## src/rtl/spi_slave.sv

```systemverilog
// spi_slave: SPI slave with CPOL/CPHA/bit-order parameters, oversampled on i_clk.
//   i_sclk/i_cs_n/i_mosi : SPI pins (async, 2-flop synchronized)
//   o_miso, o_miso_oe    : serial data out and its pad enable (high while selected)
//   i_tx_data/valid, o_tx_ready : single-entry TX holding register, ready when empty
//   o_rx_data/valid, i_rx_ready : last received word, valid until accepted
//   o_busy               : frame in progress
//   o_overrun/o_underrun : one-cycle pulses for a lost RX word / zero-filled TX word
module spi_slave #(
  parameter int DATA_W = 8,
  parameter bit CPOL   = 1'b0,
  parameter bit CPHA   = 1'b0,
  parameter bit LSB    = 1'b0
) (
  input  logic              i_clk,
  input  logic              i_rst_n,
  input  logic              i_sclk,
  input  logic              i_cs_n,
  input  logic              i_mosi,
  output logic              o_miso,
  output logic              o_miso_oe,
  input  logic [DATA_W-1:0] i_tx_data,
  input  logic              i_tx_valid,
  output logic              o_tx_ready,
  output logic [DATA_W-1:0] o_rx_data,
  output logic              o_rx_valid,
  input  logic              i_rx_ready,
  output logic              o_busy,
  output logic              o_overrun,
  output logic              o_underrun
);
  localparam int CW = $clog2(DATA_W);

  typedef enum logic {IDLE, ACTIVE} state_t;
  state_t state;

  logic [1:0]        sclk_s, cs_s, mosi_s, warm;
  logic              sclk_q, cs_q, armed;
  logic [DATA_W-1:0] hold, tx_sr, rx_sr, ld_word, rx_nxt;
  logic              hold_full, udr_pend;
  logic [CW-1:0]     cnt;

  function automatic logic head(input logic [DATA_W-1:0] x);
    return LSB ? x[0] : x[DATA_W-1];
  endfunction

  function automatic logic [DATA_W-1:0] adv(input logic [DATA_W-1:0] x);
    return LSB ? (x >> 1) : (x << 1);
  endfunction

  // Synchronizers plus one more stage for edge detection. 'armed' blocks a CS
  // fall until CS has been seen high once the chain reflects the real pin, so a
  // frame cut by reset is not resumed when reset lifts with CS still low.
  always_ff @(posedge i_clk or negedge i_rst_n) begin
    if (!i_rst_n) begin
      sclk_s <= {2{CPOL}};
      cs_s   <= 2'b11;
      mosi_s <= 2'b00;
      sclk_q <= CPOL;
      cs_q   <= 1'b1;
      warm   <= 2'b00;
      armed  <= 1'b0;
    end else begin
      sclk_s <= {sclk_s[0], i_sclk};
      cs_s   <= {cs_s[0], i_cs_n};
      mosi_s <= {mosi_s[0], i_mosi};
      sclk_q <= sclk_s[1];
      cs_q   <= cs_s[1];
      warm   <= {warm[0], 1'b1};
      if (warm[1] && cs_s[1]) armed <= 1'b1;
    end
  end

  logic lead, trail, cs_fall, cs_rise, start, stop, smp, shf, word_end, load;
  assign lead     = (sclk_q == CPOL) && (sclk_s[1] != CPOL);
  assign trail    = (sclk_q != CPOL) && (sclk_s[1] == CPOL);
  assign cs_fall  = armed && cs_q && !cs_s[1];
  assign cs_rise  = !cs_q && cs_s[1];
  assign start    = (state == IDLE) && cs_fall;
  assign stop     = (state == ACTIVE) && cs_rise;
  assign smp      = (state == ACTIVE) && !cs_rise && (CPHA ? trail : lead);
  // CPHA=0 reloads on the last sample edge, so the trailing edge that closes
  // the word (cnt back at 0) must not shift the freshly loaded first bit away.
  assign shf      = (state == ACTIVE) && !cs_rise && (CPHA ? lead : trail) &&
                    (CPHA || (cnt != '0));
  assign word_end = smp && (cnt == CW'(DATA_W-1));
  assign load     = start || word_end;
  assign ld_word  = hold_full ? hold : '0;
  assign rx_nxt   = LSB ? {mosi_s[1], rx_sr[DATA_W-1:1]} : {rx_sr[DATA_W-2:0], mosi_s[1]};

  always_ff @(posedge i_clk or negedge i_rst_n) begin
    if (!i_rst_n) begin
      state      <= IDLE;
      hold       <= '0;
      hold_full  <= 1'b0;
      tx_sr      <= '0;
      rx_sr      <= '0;
      cnt        <= '0;
      udr_pend   <= 1'b0;
      o_miso     <= 1'b0;
      o_rx_data  <= '0;
      o_rx_valid <= 1'b0;
      o_overrun  <= 1'b0;
      o_underrun <= 1'b0;
    end else begin
      o_overrun  <= 1'b0;
      o_underrun <= 1'b0;
      if (start) state <= ACTIVE;
      if (stop)  state <= IDLE;

      // TX side: load holding register (or zeros) into the shifter
      if (load) begin
        hold_full <= 1'b0;
        if (CPHA) tx_sr <= ld_word;
        else begin
          o_miso <= head(ld_word);
          tx_sr  <= adv(ld_word);
        end
      end else if (shf) begin
        o_miso <= head(tx_sr);
        tx_sr  <= adv(tx_sr);
      end
      if (i_tx_valid && !hold_full) begin
        hold      <= i_tx_data;
        hold_full <= 1'b1;
      end

      // A reload at word end only matters if the master clocks another word,
      // so a zero-fill there is reported on that word's first sample edge.
      if (start && !hold_full) o_underrun <= 1'b1;
      if (word_end) udr_pend <= !hold_full;
      else if (smp && (cnt == '0) && udr_pend) begin
        o_underrun <= 1'b1;
        udr_pend   <= 1'b0;
      end

      // RX side
      if (o_rx_valid && i_rx_ready) o_rx_valid <= 1'b0;
      if (smp) begin
        rx_sr <= rx_nxt;
        cnt   <= word_end ? '0 : cnt + 1'b1;
      end
      if (word_end) begin
        o_rx_data  <= rx_nxt;
        o_rx_valid <= 1'b1;
        if (o_rx_valid && !i_rx_ready) o_overrun <= 1'b1;
      end

      if (stop) begin
        cnt      <= '0;
        rx_sr    <= '0;
        udr_pend <= 1'b0;
        o_miso   <= 1'b0;
      end
    end
  end

  assign o_busy     = (state == ACTIVE);
  assign o_miso_oe  = (state == ACTIVE);
  assign o_tx_ready = !hold_full;

endmodule
```

## config.mk

```make
export PLATFORM = sky130hd
export DESIGN_NAME = spi_slave
export DESIGN_NICKNAME = d
export VERILOG_FILES = /design/src/rtl/spi_slave.sv
export SDC_FILE = /design/constraint.sdc
export NUM_CORES = 1
export LEC_CHECK = 0
export BUFFER_PORTS_ARGS = -buffer_cell sky130_fd_sc_hd__buf_4
export CORE_MARGIN = 4
export CORE_UTILIZATION = 55
export CTS_CLUSTER_SIZE = 14
export DETAILED_ROUTE_END_ITERATION = 16
export PLACE_DENSITY_LB_ADDON = 0.25
export SLEW_MARGIN = 20
export SYNTH_ARGS = -nofsm -noshare
export SYNTH_HDL_FRONTEND = slang
export SYNTH_SLANG_ARGS = --single-unit
```

## constraint.sdc

```tcl
create_clock -name i_clk -period 2.6 [get_ports i_clk]
set_clock_uncertainty 0.2 [all_clocks]
set_input_delay 0.26 -clock i_clk [delete_from_list [all_inputs] [get_ports i_clk]]
set_output_delay 0.26 -clock i_clk [all_outputs]
set_load 0.05 [all_outputs]
```

==> results.tsv <==
stage	metric	value	unit
floorplan	die_w	69.0	µm
route	via_count	1332	
run	maxCapViolations	0	
power_and_ir_drop	leakage	1.29	nW
route	ant_nets	0	
worst_setup_path	critPathRequiredTime	2.59	ns
place	io_buffers	29	
synth	syn_inst	167	
route	routedWlPerCell	14.3	µm
synth	synth_area_leaders	dfrtp_1 59%, mux2i_1 6.8%, mux2_2 6.6%	
cts	cts-buffers-inserted	5	
synth	synth_top_area_cell	dfrtp_1	
worst_setup_path	cp-end-kind	register	
timing	setup_tns	0	ns
grt	grt_pass1_vias	1413	
place	dp.cells	236	
route	drc_errors	0	
floorplan	io_pins	30	
cts	clock_sinks	51	
worst_setup_path	crit_fanout	14	
timing	period_share	85.5	%
route	wl	3.67	mm
layout	fillCellCount	279	
outcome	status	finished clean	
synth	synth_top_area_share	58.6	%
place	dp_hpwl	2.54	mm
power_and_ir_drop	total_power	0.00195	W
synth	ys_types	32	
worst_setup_path	worst_setup_path_start_kind	register	
layout	most-common-layout-cells	48 x dfrtp_1, 32 x buf_4, 18 x nand2_1, 14 x mux2i_1	
layout	antenna_cells	0	
timing	relSlewSlack	59.3	%
route	vias_per_cell	5.20	
power_and_ir_drop	power_density	779	nW/µm²
floorplan	rows	21	
layout	nets	227	
place	place.gp.congestion	0.804	
timing	min_period	2.22	ns
route	drtIter0Drc	55	
synth	synth_nets	185	
timing	rsz0062_at_grt	no	
floorplan	core-area	3470	µm²
floorplan	initial_core_util	59.1	%
cts	cts_root_buffer	clkbuf_8	
power_and_ir_drop	irDropWorstVdd	0.486	mV
cts	tritoncts	yes	
worst_setup_path	cp.arrival	2.22	ns
layout	stdcell_count	256	
worst_hold_path	hold_class	in -> reg	
synth	syn_area_per_cell	12.3	µm²
synth	ys_seq_area_share	62.5	%
worst_setup_path	critPathKind	reg -> reg	
floorplan	die_h	69.0	µm
worst_setup_path	r2r_cells	5	
grt	grt.total_usage	16.7	%
layout	drive_gt1_share	27.6	%
timing	tightest_slew	0.610	ns
grt	grt_pass1_wl	6.35	mm
layout	layout_commonest_cell	dfrtp_1	
cts	clockBufferDepth	2	
synth	ys_seq_elements	51	
cts	clock_latency	0.30	ns
timing	fmax	450	MHz
synth	netlist_area	2050	µm²
grt	grt_max_degree	52	
timing	setup_violations	0	
layout	area_delta_synth_final	22.2	%
floorplan	dieArea	4760	µm²
route	dr.pass1.iters	4	
grt	grt_antenna_before_repair	0	
grt	overflow	0	
cts	ctsResizeCount	0	
cts	cts_max_level	2	
timing	slew_viol_final	0	
timing	final_hold_viol_count	0	
worst_hold_path	hold_depth	3	
cts	cts.reportedPaths.clkPinSlew	0.09	ns
synth	yosysWarningCount	0	
## kinds of logic after synthesis
kind of cell	synth area share, %
flops	62.5
simple gates	11.9
mux	13.4
compound gates	6.23
buf+inv	3.97
fa+ha+maj	1.83
other cells	0.183
## critical path, cell delays in order (launching register included)
cell and delay (ns):
dfrtp_1 0.42, ha_1 0.21, ha_1 0.24, and3b_1 0.22
nand3_1 0.41, mux2_2 0.40
## registers in the layout, indices dropped and copies added, names as in the netlist, 2 cells and up
| signal | count |
|---|---|
| rx_sr | 7 |
| sclk_s | 2 |
| cs_s | 2 |
| tx_sr | 7 |
| cnt | 3 |
| o_rx_data | 8 |
| hold | 8 |
| mosi_s | 2 |
| warm | 2 |
## power by group
part / total, W / internal (W) / switching, W
clock network: 0.000437 / 0.000185 / 0.000253
logic: 0.000445 / 0.000216 / 0.000229
registers: 0.00107 / 0.000953 / 0.000114
## layout make-up
cell class	instances	area, µm²	area share, %
clock inverter	3	15.0	0.600
multi-input combinational	98	687	27.5
tap	46	57.6	2.30
sequential	51	1280	51.2
inverter	9	33.8	1.35
timing repair buffer	44	360	14.4
clock buffer	5	68.8	2.75
## synth_stat cells (all sizes together)
cell,count
nand4b,1
a32o,1
and2,1
a211oi,1
nand2,18
or4b,1
nand3,9
conb,1
and4bb,1
ha,3
clkbuf,4
or3,2
mux2,12
mux2i,14
a21oi,3
dfrtp,48
inv,9
o21ai,13
nand2b,3
a31oi,1
buf,5
dfstp,3
nor2,6
o221ai,1
nor2b,3
and3b,1
a21o,2
## path summary, 6_finish.rpt
| kind | to | slack, ns | start |
|---|---|---|---|
| worst max register to register | o_rx_data[7] | 0.38 | cnt[0] |
| min in group asynchronous | rx_sr[6] | 0.31 | i_rst_n |
| max in group asynchronous | tx_sr[3] | 1.48 | i_rst_n |
| worst max-delay path | o_rx_data[7] | 0.38 | cnt[0] |
| worst min-delay path | o_overrun | 0.02 | i_rx_ready |
| worst min register to register | sclk_s[1] | 0.15 | sclk_s[0] |
## stage by stage
step,utilization [%],hold WS (ns),area (µm²),setup WS (ns)
2_1_floorplan,-,-0.236,2050,0.586
6_report,72.2,0.0231,2500,0.378
3_5_place_dp,66.3,0.121,2300,0.388
3_3_place_gp,66.3,0.110,2300,0.528
4_1_cts,72.2,0.0130,2500,0.350
5_1_grt,72.2,0.0105,2500,0.253
## metal layers
metal | global-route usage, % | vias to the layer above | part of all wire (%)
met1 | 19.7 | 650 | 43
li1 | - | 646 | -
met4 | 7.81 | 0 | 2.1
met2 | 28.4 | 28 | 51
met5 | 0 | - | 0
met3 | 4.36 | 8 | 4.3
## repair_timing
item | CTS | global route
hold buffers | 12 | 0
endpoints found under the hold margin | 59 | 0
setup buffers | 0 | 0
Note: power is estimated with default switching activity, not from simulation.
